[src/rtl/morse_match_engine_if.sv]
// Bundles the key/tick/commit inputs and the game status outputs of the morse match engine.
// The master side drives keys and pulses, and the engine sits on the slave side.
interface morse_match_engine_if #(
  parameter int SYM_W  = 10,
  parameter int ADDR_W = 4
);
  logic              tick;
  logic              key;
  logic              next;
  logic              done;
  logic [1:0]        state;
  logic [SYM_W-1:0]  sym_live;
  logic [ADDR_W:0]   rec_len;
  logic [ADDR_W:0]   guess_idx;
  logic              last_valid;
  logic              last_match;
  logic [ADDR_W:0]   score;
  logic              win;
  logic              mem_full;

  modport master (
    output tick, key, next, done,
    input  state, sym_live, rec_len, guess_idx, last_valid, last_match, score, win, mem_full
  );

  modport slave (
    input  tick, key, next, done,
    output state, sym_live, rec_len, guess_idx, last_valid, last_match, score, win, mem_full
  );
endinterface

[src/rtl/morse_match_engine.sv]
// Record/guess engine for the spy morse game: player 1 records up to DEPTH symbols,
// player 2 keys guesses that are scored symbol-by-symbol against the stored message.
module morse_match_engine #(
  parameter int SYM_W  = 10,
  parameter int DEPTH  = 16,
  parameter int ADDR_W = 4
) (
  input  logic                 i_clock,
  input  logic                 i_reset,
  morse_match_engine_if.slave  bus
);

  localparam logic [ADDR_W:0] DEPTH_C = (ADDR_W+1)'(DEPTH);
  localparam logic [ADDR_W:0] ONE_C   = (ADDR_W+1)'(1);

  typedef enum logic [1:0] {
    ST_START  = 2'd0,
    ST_REC    = 2'd1,
    ST_GUESS  = 2'd2,
    ST_RESULT = 2'd3
  } state_t;

  state_t             r_state;
  logic [SYM_W-1:0]   r_sym;
  logic [ADDR_W:0]    r_rec_len;
  logic [ADDR_W:0]    r_guess_idx;
  logic [ADDR_W:0]    r_score;
  logic               r_last_valid;
  logic               r_last_match;
  logic [SYM_W-1:0]   r_mem [DEPTH];

  logic               w_full;
  logic               w_rec_wr;
  logic               w_guess_end;
  logic               w_match;
  logic [SYM_W-1:0]   w_shifted;
  logic [SYM_W-1:0]   w_guess_sym;

  assign w_full      = (r_rec_len == DEPTH_C);
  assign w_shifted   = {r_sym[SYM_W-2:0], bus.key};
  // done in the same cycle always drops next, even when done itself is ignored
  assign w_rec_wr    = (r_state == ST_REC) && bus.next && !bus.done && !w_full;
  assign w_guess_end = (r_guess_idx == r_rec_len);
  assign w_guess_sym = r_mem[r_guess_idx[ADDR_W-1:0]];
  assign w_match     = (r_sym == w_guess_sym);

  // Message storage: contents are never reset and survive across rounds.
  always_ff @(posedge i_clock) begin
    if (w_rec_wr) begin
      r_mem[r_rec_len[ADDR_W-1:0]] <= r_sym;
    end
  end

  always_ff @(posedge i_clock) begin
    if (i_reset) begin
      r_state      <= ST_START;
      r_sym        <= '0;
      r_rec_len    <= '0;
      r_guess_idx  <= '0;
      r_score      <= '0;
      r_last_valid <= 1'b0;
      r_last_match <= 1'b0;
    end else begin
      case (r_state)
        ST_START: begin
          if (bus.done) begin
            r_state      <= ST_REC;
            r_sym        <= '0;
            r_rec_len    <= '0;
            r_guess_idx  <= '0;
            r_score      <= '0;
            r_last_valid <= 1'b0;
            r_last_match <= 1'b0;
          end else if (bus.tick) begin
            r_sym <= w_shifted;
          end
        end

        ST_REC: begin
          if (bus.done && (r_rec_len != '0)) begin
            r_state <= ST_GUESS;
            r_sym   <= '0;
          end else if (w_rec_wr) begin
            // a tick in the commit cycle is discarded: the pre-shift symbol is stored
            r_rec_len <= r_rec_len + ONE_C;
            r_sym     <= '0;
          end else if (bus.tick) begin
            r_sym <= w_shifted;
          end
        end

        ST_GUESS: begin
          if (bus.done || w_guess_end) begin
            r_state <= ST_RESULT;
            r_sym   <= '0;
          end else if (bus.next) begin
            r_last_match <= w_match;
            r_last_valid <= 1'b1;
            r_score      <= r_score + {{ADDR_W{1'b0}}, w_match};
            r_guess_idx  <= r_guess_idx + ONE_C;
            r_sym        <= '0;
          end else if (bus.tick) begin
            r_sym <= w_shifted;
          end
        end

        default: begin
          if (bus.done) begin
            // leaving RESULT presents a clean scoreboard in START
            r_state      <= ST_START;
            r_sym        <= '0;
            r_rec_len    <= '0;
            r_guess_idx  <= '0;
            r_score      <= '0;
            r_last_valid <= 1'b0;
            r_last_match <= 1'b0;
          end else if (bus.tick) begin
            r_sym <= w_shifted;
          end
        end
      endcase
    end
  end

  assign bus.state      = r_state;
  assign bus.sym_live   = r_sym;
  assign bus.rec_len    = r_rec_len;
  assign bus.guess_idx  = r_guess_idx;
  assign bus.score      = r_score;
  assign bus.last_valid = r_last_valid;
  assign bus.last_match = r_last_match;
  assign bus.win        = (r_state == ST_RESULT) && (r_score == r_rec_len);
  assign bus.mem_full   = w_full;

endmodule

[src/flat_wrapper.sv]
// flat-port wrapper written by rule: the top's interface ports become plain ports
module morse_match_engine_flat 
#(
  parameter int SYM_W  = 10,
  parameter int DEPTH  = 16,
  parameter int ADDR_W = 4
)
  (i_clock, i_reset, bus_tick, bus_key, bus_next, bus_done, bus_state, bus_sym_live, bus_rec_len, bus_guess_idx, bus_last_valid, bus_last_match, bus_score, bus_win, bus_mem_full);
  morse_match_engine_if #(.SYM_W(SYM_W), .ADDR_W(ADDR_W)) bus_i ();
  input  logic i_clock;
  input  logic i_reset;
  input wire logic [$bits(bus_i.tick)-1:0] bus_tick;
  input wire logic [$bits(bus_i.key)-1:0] bus_key;
  input wire logic [$bits(bus_i.next)-1:0] bus_next;
  input wire logic [$bits(bus_i.done)-1:0] bus_done;
  output wire logic [$bits(bus_i.state)-1:0] bus_state;
  output wire logic [$bits(bus_i.sym_live)-1:0] bus_sym_live;
  output wire logic [$bits(bus_i.rec_len)-1:0] bus_rec_len;
  output wire logic [$bits(bus_i.guess_idx)-1:0] bus_guess_idx;
  output wire logic [$bits(bus_i.last_valid)-1:0] bus_last_valid;
  output wire logic [$bits(bus_i.last_match)-1:0] bus_last_match;
  output wire logic [$bits(bus_i.score)-1:0] bus_score;
  output wire logic [$bits(bus_i.win)-1:0] bus_win;
  output wire logic [$bits(bus_i.mem_full)-1:0] bus_mem_full;
  assign bus_i.tick = bus_tick;
  assign bus_i.key = bus_key;
  assign bus_i.next = bus_next;
  assign bus_i.done = bus_done;
  assign bus_state = bus_i.state;
  assign bus_sym_live = bus_i.sym_live;
  assign bus_rec_len = bus_i.rec_len;
  assign bus_guess_idx = bus_i.guess_idx;
  assign bus_last_valid = bus_i.last_valid;
  assign bus_last_match = bus_i.last_match;
  assign bus_score = bus_i.score;
  assign bus_win = bus_i.win;
  assign bus_mem_full = bus_i.mem_full;
  morse_match_engine #(.SYM_W(SYM_W), .DEPTH(DEPTH), .ADDR_W(ADDR_W)) u_core (.i_clock(i_clock), .i_reset(i_reset), .bus(bus_i));
endmodule
[config.mk]
export PLATFORM = sky130hd
export DESIGN_NAME = morse_match_engine_flat
export DESIGN_NICKNAME = d
export VERILOG_FILES = /design/src/rtl/morse_match_engine_if.sv /design/src/rtl/morse_match_engine.sv /design/src/flat_wrapper.sv
export SDC_FILE = /design/constraint.sdc
export NUM_CORES = 1
export LEC_CHECK = 0
export CORE_MARGIN = 2
export CORE_UTILIZATION = 60
export CTS_BUF_LIST = sky130_fd_sc_hd__clkbuf_2 sky130_fd_sc_hd__clkbuf_4 sky130_fd_sc_hd__clkbuf_8
export DETAILED_ROUTE_END_ITERATION = 6
export PLACE_DENSITY = 0.79
export SLEW_MARGIN = 15
export SYNTH_ARGS = -nofsm -noshare
export SYNTH_HDL_FRONTEND = slang
export SYNTH_SLANG_ARGS = --single-unit
[constraint.sdc]
create_clock -name i_clock -period 3.4 [get_ports i_clock]
set_input_delay 1.02 -clock i_clock [delete_from_list [all_inputs] [get_ports i_clock]]
set_output_delay 1.02 -clock i_clock [all_outputs]
set_load 0.02 [all_outputs]
==> metrics.txt, run 1 <==
Yosys reg bits=193; clock sink count=193; largest net degree at the start of global routing=26; sequential cell area fraction in the yosys report=66.5%; Die Y=121 um; Vias=4773; CP endpoint kind=primary output; Async S/R FF share, synth=0%; commonest non-fill, non-tap cell in the layout=edfxtp_1; CP Data Required Time=2.38 ns; Worst Path Arrival=2.18 ns; Initial Util=61.8%; Via density=6.29; measured slew at the worst slew-check pin=0.823 ns; IO Count=37; initial antenna violation count=0; die area=14700 um^2; Post-synth EDFFs=160; Mapped Nets=520; core outline area=13300 um^2; layout cell share with drive strength beyond 1=19.6%; post-CTS setup buffers=0; max-cap violation count=0; Distinct cells, synth=56; Slew Limit Fails=0; first-pass GRT wire length=26900 um; Num CTS Buffers=17; total grt overflow=0; final worst clock skew=0.0139 ns; count of inserted antenna diode cells=0; setup TNS=0 ns; Top FF cell, synth=edfxtp_1; vias in the first global route=4705; pre-CTS setup slack=0.0213 ns; Peak VDD IR=0.267 mV; Routed WL per cell=22.9 um; setup slack after layout=0.203 ns; crit path kind=flip-flop to primary output; Netlist Area Pre-Place=8220 um^2; worst hold path class=flip-flop to flip-flop; GR Util All Layers=25.5%; fin crit share=94.0%; highest-count cells in the layout ignoring fill and taps=edfxtp_1 (160), nor2_1 (39), buf_4 (38), clkdlybuf4s50_1 (36), mux2i_1 (35); final WL=17400 um; leakage power=3.19 nW; Detail Route Antenna Nets=0; drt pass-1 iters=5; Max Root-Sink Buffers=2; status=finished clean; startpoint types=flip-flop; DRC Markers=0; CP max FO=6; Area growth syn-to-layout=14.4%; Final HPWL DP=11300 um; final count of hold timing violations=0; H-Tree Depth=4; PortBufs=36; layout filler cell count=843; DRT iter0 DRCs=464; post-synthesis cell count=502; gpl congestion=0.879; Tmin final=3.20 ns; Rows=42; clk_lat worst skew=0.48 ns; # hold bufs at CTS=0; Slew HR=45.1%; Chip Width=121 um; warning count from the yosys run=0; CTS tree=yes; root buf cell=clkbuf_8; setup violators final=0; PwrDens=445 nW/um^2; RSZ-0062 raised after global routing=no; Reg clk slew, reported paths=0.10 ns; Avg Synthesized Cell Area=16.4 um^2; fin nets=588; Fmax achieved=0.313 GHz
## state kept, by name (all words and copies together), names as in the netlist, named ones only
register	cells
u_core.bus.rec_len	5
u_core.bus.last_valid	1
u_core.bus.last_match	1
u_core.bus.score	5
u_core.bus.sym_live	10
u_core.r_mem	160
u_core.bus.state	2
u_core.bus.guess_idx	5
## cell type report
cell class / instances / area [um^2] / share of cell area [%]
Sequential cell: 193 / 5480 / 58.3
Multi-Input combinational cell: 273 / 2600 / 27.6
Clock inverter: 15 / 151 / 1.61
Tap cell: 176 / 220 / 2.34
Inverter: 9 / 33.8 / 0.359
Timing Repair Buffer: 76 / 686 / 7.29
Clock buffer: 17 / 234 / 2.49
## worst max-delay path, cell delays in order, from the launching register on
cell,delay (ns)
dfxtp_1,0.33
inv_1,0.11
ha_1,0.28
nor4bb_4,0.32
clkdlybuf4s50_1,0.67
## metal layers
metal	wire, um	up-vias	GRT usage, %
met5	0	-	0
met4	405	0	8.58
met2	8540	181	40.1
met1	7230	2443	35.1
li1	-	2112	-
met3	1200	37	6.48
## logic make-up (layout without fill, tap and decap cells)
family,Yosys count,after routing,share of synthesized area [%]
compound gates,48,48,4.41
xor+xnor,21,21,2.24
fa+ha+maj,12,12,1.83
buf+inv,36,117,2.24
flops,193,193,66.5
mux,71,71,14.5
simple gates,121,121,8.29
## cell usage after synthesis (2+ instances only)
master | number | share of area [%]
edfxtp_1 | 160 | 58
nor2_1 | 39 | 1.8
mux2i_1 | 35 | 4.3
dfxtp_1 | 33 | 8.0
mux4_2 | 27 | 7.4
ha_1 | 12 | 1.8
nand3_1 | 12 | 0.73
buf_2 | 11 | 0.67
xor2_1 | 11 | 1.2
xnor2_1 | 10 | 1.1
a21oi_1 | 9 | 0.55
clkbuf_1 | 9 | 0.41
inv_1 | 9 | 0.41
mux4_1 | 9 | 2.9
and2_1 | 8 | 0.61
nand2_1 | 8 | 0.37
nand2b_1 | 8 | 0.61
a211oi_1 | 6 | 0.55
nor2b_1 | 6 | 0.46
a22oi_1 | 5 | 0.46
nand4_1 | 5 | 0.38
a41oi_1 | 4 | 0.43
and3_1 | 4 | 0.30
nand3b_1 | 4 | 0.37
nor3_1 | 4 | 0.24
o22ai_1 | 4 | 0.30
and4_1 | 3 | 0.32
buf_4 | 3 | 0.27
nor3b_1 | 3 | 0.27
nor4_1 | 3 | 0.23
nor4b_1 | 3 | 0.32
nor4bb_1 | 3 | 0.37
o21ai_0 | 3 | 0.18
a21o_1 | 2 | 0.18
and4b_1 | 2 | 0.24
buf_1 | 2 | 0.091
o211ai_1 | 2 | 0.18
o21a_1 | 2 | 0.18
or2_2 | 2 | 0.15
## path summary, 6_finish.rpt
| check | start | endpoint | slack, ns | cells past startpoint |
|---|---|---|---|---|
| min | u_core.bus.last_valid | u_core.bus.last_valid | 0.51 | 2 |
| max | u_core.bus.rec_len[0] | bus_mem_full | 0.20 | 4 |
| max reg2reg | flip-flop | u_core.bus.score[4] | 0.32 | 12 |
| min reg2reg | u_core.bus.last_valid | u_core.bus.last_valid | 0.51 | 2 |
## timing repair
| action | CTS | global route |
|---|---|---|
| resized for setup | 2 | 6 |
| pin swaps | 0 | 0 |
| endpoints found under the setup margin | 2 | 4 |
## per-stage QoR
step / instance area [um^2] / hold WS, ns / total power [mW] / cells / util, %
4_1_cts: 9380 / 0.514 / 4.20 / 759 / 70.6
5_1_grt: 9400 / 0.540 / 4.30 / 759 / 70.7
3_5_place_dp: 8990 / 0.491 / 2.80 / 727 / 67.6
2_1_floorplan: 8220 / 0.574 / 2.73 / 502 / -
6_report: 9400 / 0.513 / 4.19 / 759 / 70.7
3_3_place_gp: 8990 / 0.474 / 2.79 / 727 / 67.6
## where the power goes
group	internal [mW]	switching [mW]	leakage (nW)
sequential	2.54	0.0160	1.82
combinational	0.0766	0.113	1.18
clock	0.604	0.838	0.194
No activity file was read; power rests on OpenSTA's default activity.
==> run 2, diff against run 1 <==
--- a/config.mk
+++ b/config.mk
@@ -5,10 +5,12 @@
 export SDC_FILE = /design/constraint.sdc
 export NUM_CORES = 1
 export LEC_CHECK = 0
+export CAP_MARGIN = 20
 export CORE_MARGIN = 2
 export CORE_UTILIZATION = 60
 export CTS_BUF_LIST = sky130_fd_sc_hd__clkbuf_2 sky130_fd_sc_hd__clkbuf_4 sky130_fd_sc_hd__clkbuf_8
 export DETAILED_ROUTE_END_ITERATION = 6
+export MAX_ROUTING_LAYER = met4
 export PLACE_DENSITY = 0.79
 export SLEW_MARGIN = 15
 export SYNTH_ARGS = -nofsm -noshare
==> run 2 against run 1 <==
- non-clock buffer count unchanged
- sequential power about the same
- global-route usage up 0.73 points
- clock power about the same
- final cell count unchanged
- first-iteration DRC count down 1.9%
- setup slack worse by 0.0066 ns
- maximum frequency down 0.21%
- power about the same
- flip-flop and latch count unchanged
- final area unchanged
- largest cell class unchanged
- combinational power about the same
==> metrics.txt, run 2 (synthesized netlist as in run 1, its figures left out) <==
count of inserted antenna diode cells=0 (unchanged); measured slew at the worst slew-check pin=0.811 ns (was 0.823 ns); setup violators final=0 (unchanged); final WL=17400 um (about the same); Max Root-Sink Buffers=2 (unchanged); pre-CTS setup slack=0.0213 ns (unchanged); drt pass-1 iters=5 (unchanged); IO Count=37 (unchanged); RSZ-0062 raised after global routing=no (unchanged); root buf cell=clkbuf_8 (unchanged); crit path kind=flip-flop to primary output (unchanged); final worst clock skew=0.0111 ns (was 0.0139 ns); post-CTS setup buffers=0 (unchanged); DRC Markers=0 (unchanged); leakage power=3.19 nW (unchanged); Slew Limit Fails=0 (unchanged); first-pass GRT wire length=26900 um (about the same); Power Total=4.18 mW (was 4.19 mW); worst hold path class=flip-flop to flip-flop (unchanged); initial antenna violation count=0 (unchanged); Final HPWL DP=11300 um (unchanged); Rows=42 (unchanged); startpoint types=flip-flop (unchanged); Chip Width=121 um (unchanged); Clock power frac=34.4% (was 34.5%); Routed WL per cell=22.9 um (about the same); fin crit share=94.2% (was 94.0%); max-cap violation count=0 (unchanged); Detail Route Antenna Nets=0 (unchanged); Slew HR=45.9% (was 45.1%); setup slack after layout=0.196 ns (was 0.203 ns); total grt overflow=0 (unchanged); die area=14700 um^2 (unchanged); Worst Path Arrival=2.18 ns (about the same); gpl congestion=0.893 (was 0.879); commonest non-fill, non-tap cell in the layout=edfxtp_1 (unchanged); PortBufs=36 (unchanged); CP max FO=6 (unchanged); fin nets=588 (unchanged); placed cells=727 (unchanged); H-Tree Depth=4 (unchanged); Die Y=121 um (unchanged); M3 GR Usage=5.03% (was 6.48%); Pint=3.22 mW (about the same); GR Util All Layers=26.2% (was 25.5%); highest-count cells in the layout ignoring fill and taps=edfxtp_1 (160), nor2_1 (39), buf_4 (38), clkdlybuf4s50_1 (36), mux2i_1 (35) (unchanged); logic gate share of total power=4.5% (about the same); Reg power frac=61.0% (about the same); DRT iter0 DRCs=455 (was 464); GR peak layer=met2 (unchanged); CP Data Required Time=2.38 ns (about the same); Min Hold Slack=0.509 ns (was 0.513 ns); number of flip-flops in the largest register=160 (unchanged); Initial Util=61.8% (unchanged); met2 GRT Util=40.0% (was 40.1%); final count of hold timing violations=0 (unchanged); Area after DPL=8990 um^2 (unchanged); CTS tree=yes (unchanged); PwrDens=445 nW/um^2 (about the same); Fmax achieved=0.312 GHz (was 0.313 GHz); Area growth syn-to-layout=14.4% (unchanged); clk_lat worst skew=0.47 ns (was 0.48 ns); setup TNS=0 ns (unchanged); Tmin final=3.20 ns (about the same); largest net degree at the start of global routing=26 (unchanged); status=finished clean (unchanged); switch share=23.1% (about the same); Via density=6.32 (was 6.29); Vias=4794 (was 4773); switching power=966 uW (was 967 uW); core outline area=13300 um^2 (unchanged); fin cells=759 (unchanged); vias in the first global route=4705 (unchanged); Peak VDD IR=0.267 mV (about the same); Design Area, Final=9400 um^2 (unchanged); layout filler cell count=843 (unchanged); Num CTS Buffers=17 (unchanged); M1 GR Usage=35.4% (was 35.1%); layout cell share with drive strength beyond 1=19.6% (unchanged); final core occ=70.7% (unchanged); Reg clk slew, reported paths=0.10 ns (about the same); clock sink count=193 (unchanged); CP endpoint kind=primary output (unchanged)
-- run 2: cell counts in the layout (fill, tap and decap cells not counted) --
No cell type changed its count.
-- run 2: final timing paths --
check / slack [ns] / endpoint / depth (start not counted) / from
worst min register to register: 0.51 / u_core.bus.last_valid / 2 / u_core.bus.last_valid
worst max register to register: 0.31 / u_core.bus.score[4] / 12 / flip-flop
worst min-delay path: 0.51 / u_core.bus.last_valid / 2 / u_core.bus.last_valid
worst max-delay path: 0.20 / bus_mem_full / 4 / u_core.bus.rec_len[0]
-- run 2: power groups by stage --
stage               clock network [mW]  logic [mW]  registers [mW]
floorplan                            0       0.115            2.62
global placement                     0       0.183            2.61
detailed placement                   0       0.187            2.61
CTS                               1.46       0.188            2.56
global route                      1.54       0.205            2.56
finish                            1.44       0.189            2.55
-- run 2: worst max-delay path, cell delays in order (launching register included) --
cell and delay (ns):
dfxtp_1 0.33, inv_1 0.11, ha_1 0.28, nor4bb_4 0.32, clkdlybuf4s50_1 0.67
-- run 2: what timing repair did --
action / CTS / global route
pin swaps: 0 / 0
resized for setup: 2 / 6
hold buffers: 0 / 0
endpoints found under the setup margin: 2 / 4
-- run 2: layer usage --
| layer | wire (um) | vias to the layer above |
|---|---|---|
| li1 | - | 2109 |
| met1 | 7220 | 2432 |
| met2 | 8530 | 221 |
| met3 | 1330 | 32 |
| met4 | 318 | 0 |
| met5 | 0 | - |
-- run 2: final cells by class --
class	count	area, um^2	share of cell area, %
Sequential cell	193	5480	58.3
Multi-Input combinational cell	273	2600	27.6
Timing Repair Buffer	76	686	7.29
Clock buffer	17	234	2.49
Tap cell	176	220	2.34
Clock inverter	15	151	1.61
Inverter	9	33.8	0.359
==> run 3, diff against run 2 <==
==> constraint.sdc (replaced) <==
create_clock -name i_clock -period 3.2 [get_ports i_clock]
set_input_delay 0.96 -clock i_clock [delete_from_list [all_inputs] [get_ports i_clock]]
set_output_delay 0.96 -clock i_clock [all_outputs]
set_load 0.02 [all_outputs]
==> run 3 against run 2 <==
- core utilization rose by 0.65 points
- global-route usage increased by 0.67 points
- flip-flop and latch count unchanged
- critical path depth grew 8
- first-iteration DRC count grew 11%
- final cell count increased by 1.1%
- sequential share of layout area shrank 0.57 points
- via count is essentially flat
- clock skew rose by 0.00051 ns
- final area grew 0.92%
- count of clock-buffer cells in the layout unchanged
==> metrics.txt, run 3 (synthesized netlist as in run 1, its figures left out) <==
status=finished clean (unchanged); DRT iter0 DRCs=503 (was 455); layout cell share with drive strength beyond 1=21.0% (was 19.6%); largest net degree at the start of global routing=29 (was 26); placed cells=734 (was 727); vias in the first global route=4798 (was 4705); commonest non-fill, non-tap cell in the layout=edfxtp_1 (unchanged); Worst Path Arrival=3.42 ns (was 2.18 ns); count of inserted antenna diode cells=0 (unchanged); fin crit share=95.8%; Hold Startpoint=u_core.bus.last_valid (unchanged); IO Count=37 (unchanged); H-Tree Depth=4 (unchanged); gpl congestion=0.897 (was 0.893); switching power=1.05 mW (was 966 uW); Area growth syn-to-layout=15.4% (was 14.4%); number of flip-flops in the largest register=160 (unchanged); RSZ-0062 raised after global routing=no (unchanged); Power Total=4.41 mW (was 4.18 mW); final worst clock skew=0.0117 ns (was 0.0111 ns); Reg clk slew, reported paths=0.10 ns (about the same); first-pass GRT wire length=27400 um (was 26900 um); worst hold path class=flip-flop to flip-flop (unchanged); crit path kind=flip-flop to flip-flop (was flip-flop to primary output); Routed WL per cell=23.4 um (was 22.9 um); final WL=17900 um (was 17400 um); initial antenna violation count=0 (unchanged); max-cap violation count=0 (unchanged); root buf cell=clkbuf_8 (unchanged); setup TNS=0 ns (unchanged); Num CTS Buffers=17 (unchanged); Chip Width=121 um (unchanged); drt pass-1 iters=5 (unchanged); Final HPWL DP=11600 um (was 11300 um); die area=14700 um^2 (unchanged); Pint=3.36 mW (was 3.22 mW); Initial Util=61.8% (unchanged); final count of hold timing violations=0 (unchanged); leakage power=3.26 nW (was 3.19 nW); CP Data Required Time=3.56 ns (was 2.38 ns); Design Area, Final=9490 um^2 (was 9400 um^2); hold path depth=2 (unchanged); Area after DPL=9080 um^2 (was 8990 um^2); clk_lat worst skew=0.47 ns (about the same); CP endpoint kind=flip-flop (was primary output); startpoint types=flip-flop (unchanged); measured slew at the worst slew-check pin=0.779 ns (was 0.811 ns); total grt overflow=0 (unchanged); PortBufs=36 (unchanged); GR Util All Layers=26.9% (was 26.2%); fin nets=596 (was 588); Min Hold Slack=0.531 ns (was 0.509 ns); Fmax achieved=0.326 GHz; setup violators final=0 (unchanged); Slew Limit Fails=0 (unchanged); highest-count cells in the layout ignoring fill and taps=edfxtp_1 (160), buf_4 (41), nor2_1 (39), mux2i_1 (35), clkdlybuf4s50_1 (34) (was edfxtp_1 (160), nor2_1 (39), buf_4 (38), clkdlybuf4s50_1 (36), mux2i_1 (35)); switch share=23.8% (was 23.1%); Vias=4796 (was 4794); R2R depth=12 (unchanged); logic gate share of total power=4.9% (was 4.5%); DRC Markers=0 (unchanged); Tmin final=3.07 ns; Peak VDD IR=0.413 mV (was 0.267 mV); CTS tree=yes (unchanged); core outline area=13300 um^2 (unchanged); PwrDens=464 nW/um^2 (was 445 nW/um^2); Slew HR=48.0% (was 45.9%); clock sink count=193 (unchanged); Detail Route Antenna Nets=0 (unchanged); CP max FO=12 (was 6); Clock power frac=33.6% (was 34.4%); fin cells=767 (was 759); Max Root-Sink Buffers=2 (unchanged); Reg power frac=61.5% (was 61.0%); Rows=42 (unchanged); Via density=6.25 (was 6.32); Die Y=121 um (unchanged)
-- run 3: layer usage --
metal  wire length [um]  global-route usage [%]
met2               8970                    41.7
met5                  0                       -
met1               7260                    36.0
met3               1200                    4.65
met4                496                    10.8
-- run 3: path summary, 6_finish.rpt --
kind / endpoint / slack (ns)
hold reg to reg: u_core.bus.last_valid / 0.53
setup / recovery: u_core.bus.score[4] / 0.13
hold / removal: u_core.bus.last_valid / 0.53
setup reg to reg: u_core.bus.score[4] / 0.13
-- run 3: timing repair --
item	in CTS	in global routing
buffers inserted	1	0
endpoints found under the hold margin	0	0
hold buffers	0	0
pin swaps	1	3
setup endpoints to repair	3	3
resized for setup	3	9
-- run 3: critical path, stage by stage (launching register included) --
cell,delay [ns]
dfxtp_2,0.40
buf_8,0.18
mux4_2,0.54
and4bb_2,0.30
nor4_1,0.06
a211oi_1,0.27
nand4_1,0.23
nor2_1,0.18
ha_1,0.21
ha_2,0.22
nand3_1,0.08
a21oi_1,0.18
a211oi_1,0.09
-- run 3: cell type report --
class                   instances  area (um^2)
repair buffers                 84          796
fillers                       806         3800
flip-flops and latches        193         5480
inverters                       9         33.8
multi-input cells             273         2590
clock buffers                  17          234
clock inverters                15          138
well taps                     176          220
-- run 3: power groups by stage --
| stage | Sequential (mW) | Combinational, mW | Clock [mW] |
|---|---|---|---|
| floorplan | 2.78 | 0.122 | 0 |
| global placement | 2.77 | 0.205 | 0 |
| detailed placement | 2.77 | 0.211 | 0 |
| CTS | 2.71 | 0.213 | 1.50 |
| global route | 2.71 | 0.230 | 1.60 |
| finish | 2.71 | 0.215 | 1.48 |
-- run 3: metrics by stage --
step	utilization (%)	setup slack, ns
6_report	71.4	0.134
5_1_grt	71.4	0.00750
4_1_cts	71.2	0.0261
3_5_place_dp	68.3	-0.0303
3_3_place_gp	68.3	0.152
2_1_floorplan	-	0.454
